<file path="config.mk">
export PLATFORM = sky130hd
export DESIGN_NAME = alu
export DESIGN_NICKNAME = d
export VERILOG_FILES = /design/src/rtl/alu.sv
export SDC_FILE = /design/constraint.sdc
export NUM_CORES = 1
export LEC_CHECK = 0
export ABC_AREA = 1
export CORE_MARGIN = 10
export CORE_UTILIZATION = 50
export DETAILED_ROUTE_END_ITERATION = 12
export PLACE_DENSITY_LB_ADDON = 0.08
export SYNTH_ARGS = -nofsm -noshare
export SYNTH_HDL_FRONTEND = slang
export SYNTH_SLANG_ARGS = --single-unit
</file>
<file path="constraint.sdc">
create_clock -name i_clk -period 0.9 [get_ports i_clk]
set_input_delay 0.18 -clock i_clk [delete_from_list [all_inputs] [get_ports i_clk]]
set_output_delay 0.18 -clock i_clk [all_outputs]
set_load 0.005 [all_outputs]
</file>
<file path="src/rtl/alu.sv">
// rtl/alu.sv - single-cycle registered ALU with RV32I-style operation decode
module alu (
    input  logic        i_clk,
    input  logic        i_rst_n,
    input  logic        i_valid,
    input  logic [31:0] i_data_1,
    input  logic [31:0] i_data_2,
    input  logic [3:0]  i_mode,
    output logic        o_valid,
    output logic [31:0] o_data,
    output logic        o_zero
);

    logic [31:0] result_d;
    logic [31:0] data_q;
    logic        zero_q;
    logic        valid_q;
    logic [4:0]  shamt;

    assign shamt = i_data_2[4:0];

    always_comb begin
        result_d = 32'h0000_0000;
        unique case (i_mode[3:1])
            3'b000: result_d = i_mode[0] ? (i_data_1 - i_data_2) : (i_data_1 + i_data_2);
            3'b001: result_d = i_data_1 << shamt;
            3'b010: result_d = {31'b0, $signed(i_data_1) < $signed(i_data_2)};
            3'b011: result_d = {31'b0, i_data_1 < i_data_2};
            3'b100: result_d = i_data_1 ^ i_data_2;
            3'b101: result_d = i_mode[0] ? 32'($signed(i_data_1) >>> shamt) : (i_data_1 >> shamt);
            3'b110: result_d = i_data_1 | i_data_2;
            3'b111: result_d = i_data_1 & i_data_2;
            default: result_d = 32'h0000_0000;
        endcase
    end

    // Zero flag is derived from the same value captured into data_q.
    always_ff @(posedge i_clk or negedge i_rst_n) begin
        if (!i_rst_n) begin
            data_q  <= 32'h0000_0000;
            zero_q  <= 1'b1;
            valid_q <= 1'b0;
        end else begin
            valid_q <= i_valid;
            if (i_valid) begin
                data_q <= result_d;
                zero_q <= (result_d == 32'h0000_0000);
            end
        end
    end

    assign o_valid = valid_q;
    assign o_data  = data_q;
    assign o_zero  = zero_q;

endmodule

</file>
==> impl_metrics.py, run 1 <==
metrics = {
    "timing": {
        "grt-worst-endpoint": "o_zero$_DFFE_PN1P_/D",
        "endpoint_type": "sequential cell input",
    },
    "synth": {
        "synth_fa_ha_area_frac": 0.115,
        "synth-xor-area-share": 0.00322,
        "syn_inst": 2119,
        "synthSimpleGateAreaFrac": 0.512,
        "yosys_register_bits": 34,
        "synth_edf_count": 0,
        "synthArstFlopShare": 1.00,
        "netlist-cell-type-count": 45,
        "synth.avg_cell_area_um2": 5.13,
        "synth_mux_area_frac": 0,
        "synthFlopType": "dfrtp_1",
        "yosysSeqAreaShare": 0.0784,
        "ys_warn_count": 0,
        "synth-compound-area-share": 0.155,
        "synthesis.nets": 2289,
        "synth_top_family_by_area": "simple AND/OR/NAND/NOR gates",
        "netlist_area_mm2": 0.0109,
    },
    "global_routing": {
        "grt_overflow_total": 298,
        "grt_use_total": 0.810,
        "grt_max_degree": 38,
    },
    "floorplan": {
        "die_w_um": 167,
        "die_y_um": 167,
        "pin_count": 105,
        "num_rows": 53,
        "initial_core_util": 0.512,
    },
    "clock_tree": {
        "root_buffer": "clkbuf_16",
        "clk_path_buf_depth": 2,
        "cts.sinks": 34,
        "cts_buffers": 5,
        "htree_levels": 2,
        "holdBufCountCts": 0,
    },
    "run_status": {
        "status": "stopped before the end",
        "error": "[ERROR GRT-0232] Routing congestion too high. Check the congestion heatmap in the GUI.",
        "failed_stage": "5_1_grt",
    },
    "placement": {
        "dp_hpwl_mm": 46.9,
        "gp_congestion": 1.19,
        "port_buffers": 104,
    },
}
==> cells by family after synthesis <==
kind of cell               after synthesis
and+or+nand+nor                       1325
DFF                                     34
xor gates and xnor gates                 4
buffers and inverters                  362
AOI/OAI and AO/OA                      295
adders and majority gates               99
==> what timing repair did <==
action	in CTS
gates cloned	4
endpoints found under the setup margin	67
pin swaps	168
setup buffers	71
resized for setup	903
==> cells in the mapped netlist (19+ instances only) <==
master / count / area share
clkbuf_1: 23 / 0.0079
nand4_1: 19 / 0.011
nand3_1: 369 / 0.17
nor2_1: 177 / 0.061
dfrtp_1: 33 / 0.076
o21ai_0: 76 / 0.035
a31oi_1: 22 / 0.013
a21oi_1: 108 / 0.050
buf_1: 21 / 0.0073
inv_1: 245 / 0.085
buf_2: 47 / 0.022
ha_1: 97 / 0.11
o21ai_1: 20 / 0.0092
nand2_1: 726 / 0.25
==> per-stage QoR <==
stage | std cells | area (µm²) | hold WS, ns | worst slack [ns]
floorplan | 2119 | 11000 | -0.116 | -1.23
global placement | 2932 | 16000 | 0.464 | -2.32
detailed placement | 2932 | 16000 | 0.463 | -2.36
CTS | 3013 | 18500 | 0.264 | -1.33
==> metal layers <==
metal | global-route usage | GRT overflow
met3 | 0.736 | 10
met5 | 0.466 | 5
met4 | 0.821 | 100
met1 | 0.789 | 14
met2 | 0.917 | 169
==> inputs of run 2 (changes only) <==
--- a/config.mk
+++ b/config.mk
@@ -7,9 +7,9 @@
 export LEC_CHECK = 0
 export ABC_AREA = 1
 export CORE_MARGIN = 10
-export CORE_UTILIZATION = 50
+export CORE_UTILIZATION = 35
 export DETAILED_ROUTE_END_ITERATION = 12
-export PLACE_DENSITY_LB_ADDON = 0.08
+export PLACE_DENSITY_LB_ADDON = 0.15
 export SYNTH_ARGS = -nofsm -noshare
 export SYNTH_HDL_FRONTEND = slang
 export SYNTH_SLANG_ARGS = --single-unit
==> run 2 against run 1 <==
The flow now finishes, with violations (negative setup slack). Area after synthesis unchanged. Synthesized cell count unchanged.
==> impl_metrics.py, run 2 <==
metrics = {
    "run_status": {
        "status": "finished, violations left",
        "violations": "negative setup slack",
    },
    "setup_path": {
        "r2r_start": "o_data[22]",
        "crit_start": "i_data_2[4]",
        "path_delay_family": "simple AND/OR/NAND/NOR gates",
        "critPathKind": "in -> reg",
        "crit_arrival_ns": 2.67,
        "r2r_setup_slack_ns": -0.06,
        "cpMaxStageDelayCell": "ha_4",
        "start_kind": "input port",
        "required_ns": 1.14,
        "cp.depth": 20,
        "path_buf_inv": 5,
        "crit_chain": "buf_8 -> clkinvlp_4 -> ha_4 -> buf_4 -> nor2_4 -> nand3_1 -> nand3b_1 -> buf_6 -> buf_6 -> nand3_2 -> nand4_1 -> nand2_1 -> nand2_2 -> nand3_4 -> nand2_1 -> nor2_1 -> nand4_1 -> nor2_1 -> nand2_1 -> nand2_1",
        "end_kind": "flop",
        "rr_worst_depth": 4,
        "cpPeakStageDelay_ns": 0.35,
        "crit_top_cell": "nand2_1",
        "crit_fanout": 6,
    },
    "timing": {
        "fmax_mhz": 412,
        "tightest_slew_ns": 0.535,
        "period_needed_ns": 2.42,
        "min_period_over_period": 2.69,
        "setup_viol": 67,
        "rsz0062_at_grt": "true",
        "max-slew-margin-rel": 0.642,
        "whs_ns": 0.264,
        "finalClockSkew_ns": 0,
        "timing.final.ws_setup_ns": -1.52,
        "finalHoldViolCount": 0,
        "slew_violations": 0,
    },
    "floorplan": {
        "die_w_um": 196,
        "num_rows": 64,
        "die-area_mm2": 0.0385,
        "core_area_mm2": 0.0306,
        "pin_count": 105,
        "die_y_um": 196,
        "initial_core_util": 0.355,
    },
    "synth": {
        "yosysSeqAreaShare": 0.0784,
        "netlist-cell-type-count": 45,
        "synthDominantCellAreaShare": 0.251,
        "synthFlopType": "dfrtp_1",
        "netlist_top_cells_count": "nand2_1, nand3_1, inv_1, nor2_1, a21oi_1",
        "synthesis.nets": 2289,
        "syn_inst": 2119,
        "synth.avg_cell_area_um2": 5.13,
        "synthArstFlopShare": 1.00,
        "synth.top_cells.by_area": "nand2_1, nand3_1, ha_1",
        "netlist_area_mm2": 0.0109,
        "synth_edf_count": 0,
        "synth_most_common_cell": "nand2_1",
        "yosysTopAreaCell": "nand2_1",
        "ys_warn_count": 0,
        "yosys_register_bits": 34,
    },
    "layout": {
        "diodes": 0,
        "fill_cells": 2718,
        "final_common_cell": "buf_4",
        "drive_gt1_frac": 0.506,
        "final_cell_mix": "buf_4, nand2_1, nand3_1",
        "largest_reg_flops": 32,
        "fin_nets": 2962,
        "syn_to_final_growth_pct": 87.8,
        "final_cells": 3189,
    },
    "placement": {
        "gp_congestion": 1.10,
        "placed_cells": 3061,
        "port_buffers": 104,
        "dp_hpwl_mm": 56.1,
    },
    "global_routing": {
        "grt_pass1_vias": 17000,
        "grt_overflow_total": 0,
        "grt_max_degree": 35,
        "grt_pass1_wl_mm": 105,
        "antenna_found_initial": 1,
        "grt_use_total": 0.351,
    },
    "route": {
        "drt-total-wl_mm": 71.4,
        "avgViaCountPerCell": 5.62,
        "wl_met3_mm": 7.24,
        "vias": 17900,
        "top_layer_used": "met5",
        "ant_nets": 0,
        "wl_met1_mm": 29.1,
        "drtIter0Drc": 2103,
        "detail_route.wl_per_cell_um": 22.4,
        "remaining_drc_errors": 0,
        "wl_met2_mm": 30.2,
        "firstDrtPassIters": 6,
    },
    "clock_tree": {
        "htree_levels": 2,
        "holdBufCountCts": 0,
        "worstSkewPairLatency_ns": 0.28,
        "cts.sinks": 34,
        "clk_path_buf_depth": 2,
        "cts_buffers": 5,
        "clkTransAtPathRegs_ns": 0.07,
        "tritoncts": "yes",
        "root_buffer": "clkbuf_16",
    },
    "power": {
        "leakagePower_nw": 10.4,
        "power.density_mw_per_mm2": 893,
        "ir_drop_v": 0.000731,
    },
    "flow_run": {
        "max_cap_viol_count": 0,
    },
    "worst_hold_path": {
        "min_path_type": "in -> async",
    },
}
-- run 2: cell counts after synthesis --
No cell type changed its count.
-- run 2: path summary, 6_finish.rpt --
| check | end |
|---|---|
| worst min register to register | o_data[29] |
| min in group i_clk | o_data[29] |
| worst max-delay path | o_zero |
| max in group asynchronous | o_zero |
| worst min-delay path | o_data[4] |
| worst max register to register | o_data[22] |
-- run 2: area by class of cell --
cell class,instances,area [µm²],share of cell area
Clock inverter,3,68.8,0.00337
Inverter,260,1070,0.0527
Clock buffer,5,125,0.00613
Timing Repair Buffer,768,6330,0.310
Sequential cell,34,852,0.0417
Tap cell,396,495,0.0243
Multi-Input combinational cell,1723,11500,0.562
-- run 2: report_power, final --
part	internal (mW)	leakage [nW]	total [mW]	switching (mW)
Clock	1.59	0.0940	2.33	0.739
Combinational	6.15	9.93	14.1	7.91
Sequential	1.73	0.418	1.83	0.0988
Total	9.47	10.4	18.2	8.74
-- run 2: logic make-up (layout without fill, tap and decap cells) --
kind of cell / count (synthesis) / in the layout / share of synthesized area
AO/OA/AOI/OAI: 295 / 295 / 0.155
XOR/XNOR: 4 / 4 / 0.00322
adder cells (fa/ha/maj): 99 / 99 / 0.115
buffers and inverters: 362 / 1036 / 0.136
flip-flops: 34 / 34 / 0.0784
AND/OR/NAND/NOR: 1325 / 1325 / 0.512
-- run 2: per-layer routing --
metal,vias up,GRT usage
met3,235,0.0508
met4,2,0.204
met2,1109,0.535
met1,8287,0.462
li1,8279,-
met5,-,0
-- run 2: stage by stage --
step                utilization  instance area [µm²]  setup slack, ns  total power, mW  TNS (ns)
floorplan                     -                11000            -1.23             6.50    -29.43
global placement          0.532                16300            -2.65             12.3    -72.29
detailed placement        0.532                16300            -2.57             12.4    -72.89
CTS                       0.634                19400            -1.41             16.9    -36.93
global route              0.667                20400            -1.64             19.1    -42.15
finish                    0.667                20400            -1.52             18.2    -38.89
-- run 2: what timing repair did --
action	4_1_cts	5_1_grt
cloned	4	0
endpoints found under the setup margin	67	67
pin swaps	196	161
setup buffers	101	30
resized for setup	1056	262
No activity file was read; power rests on OpenSTA's default activity.
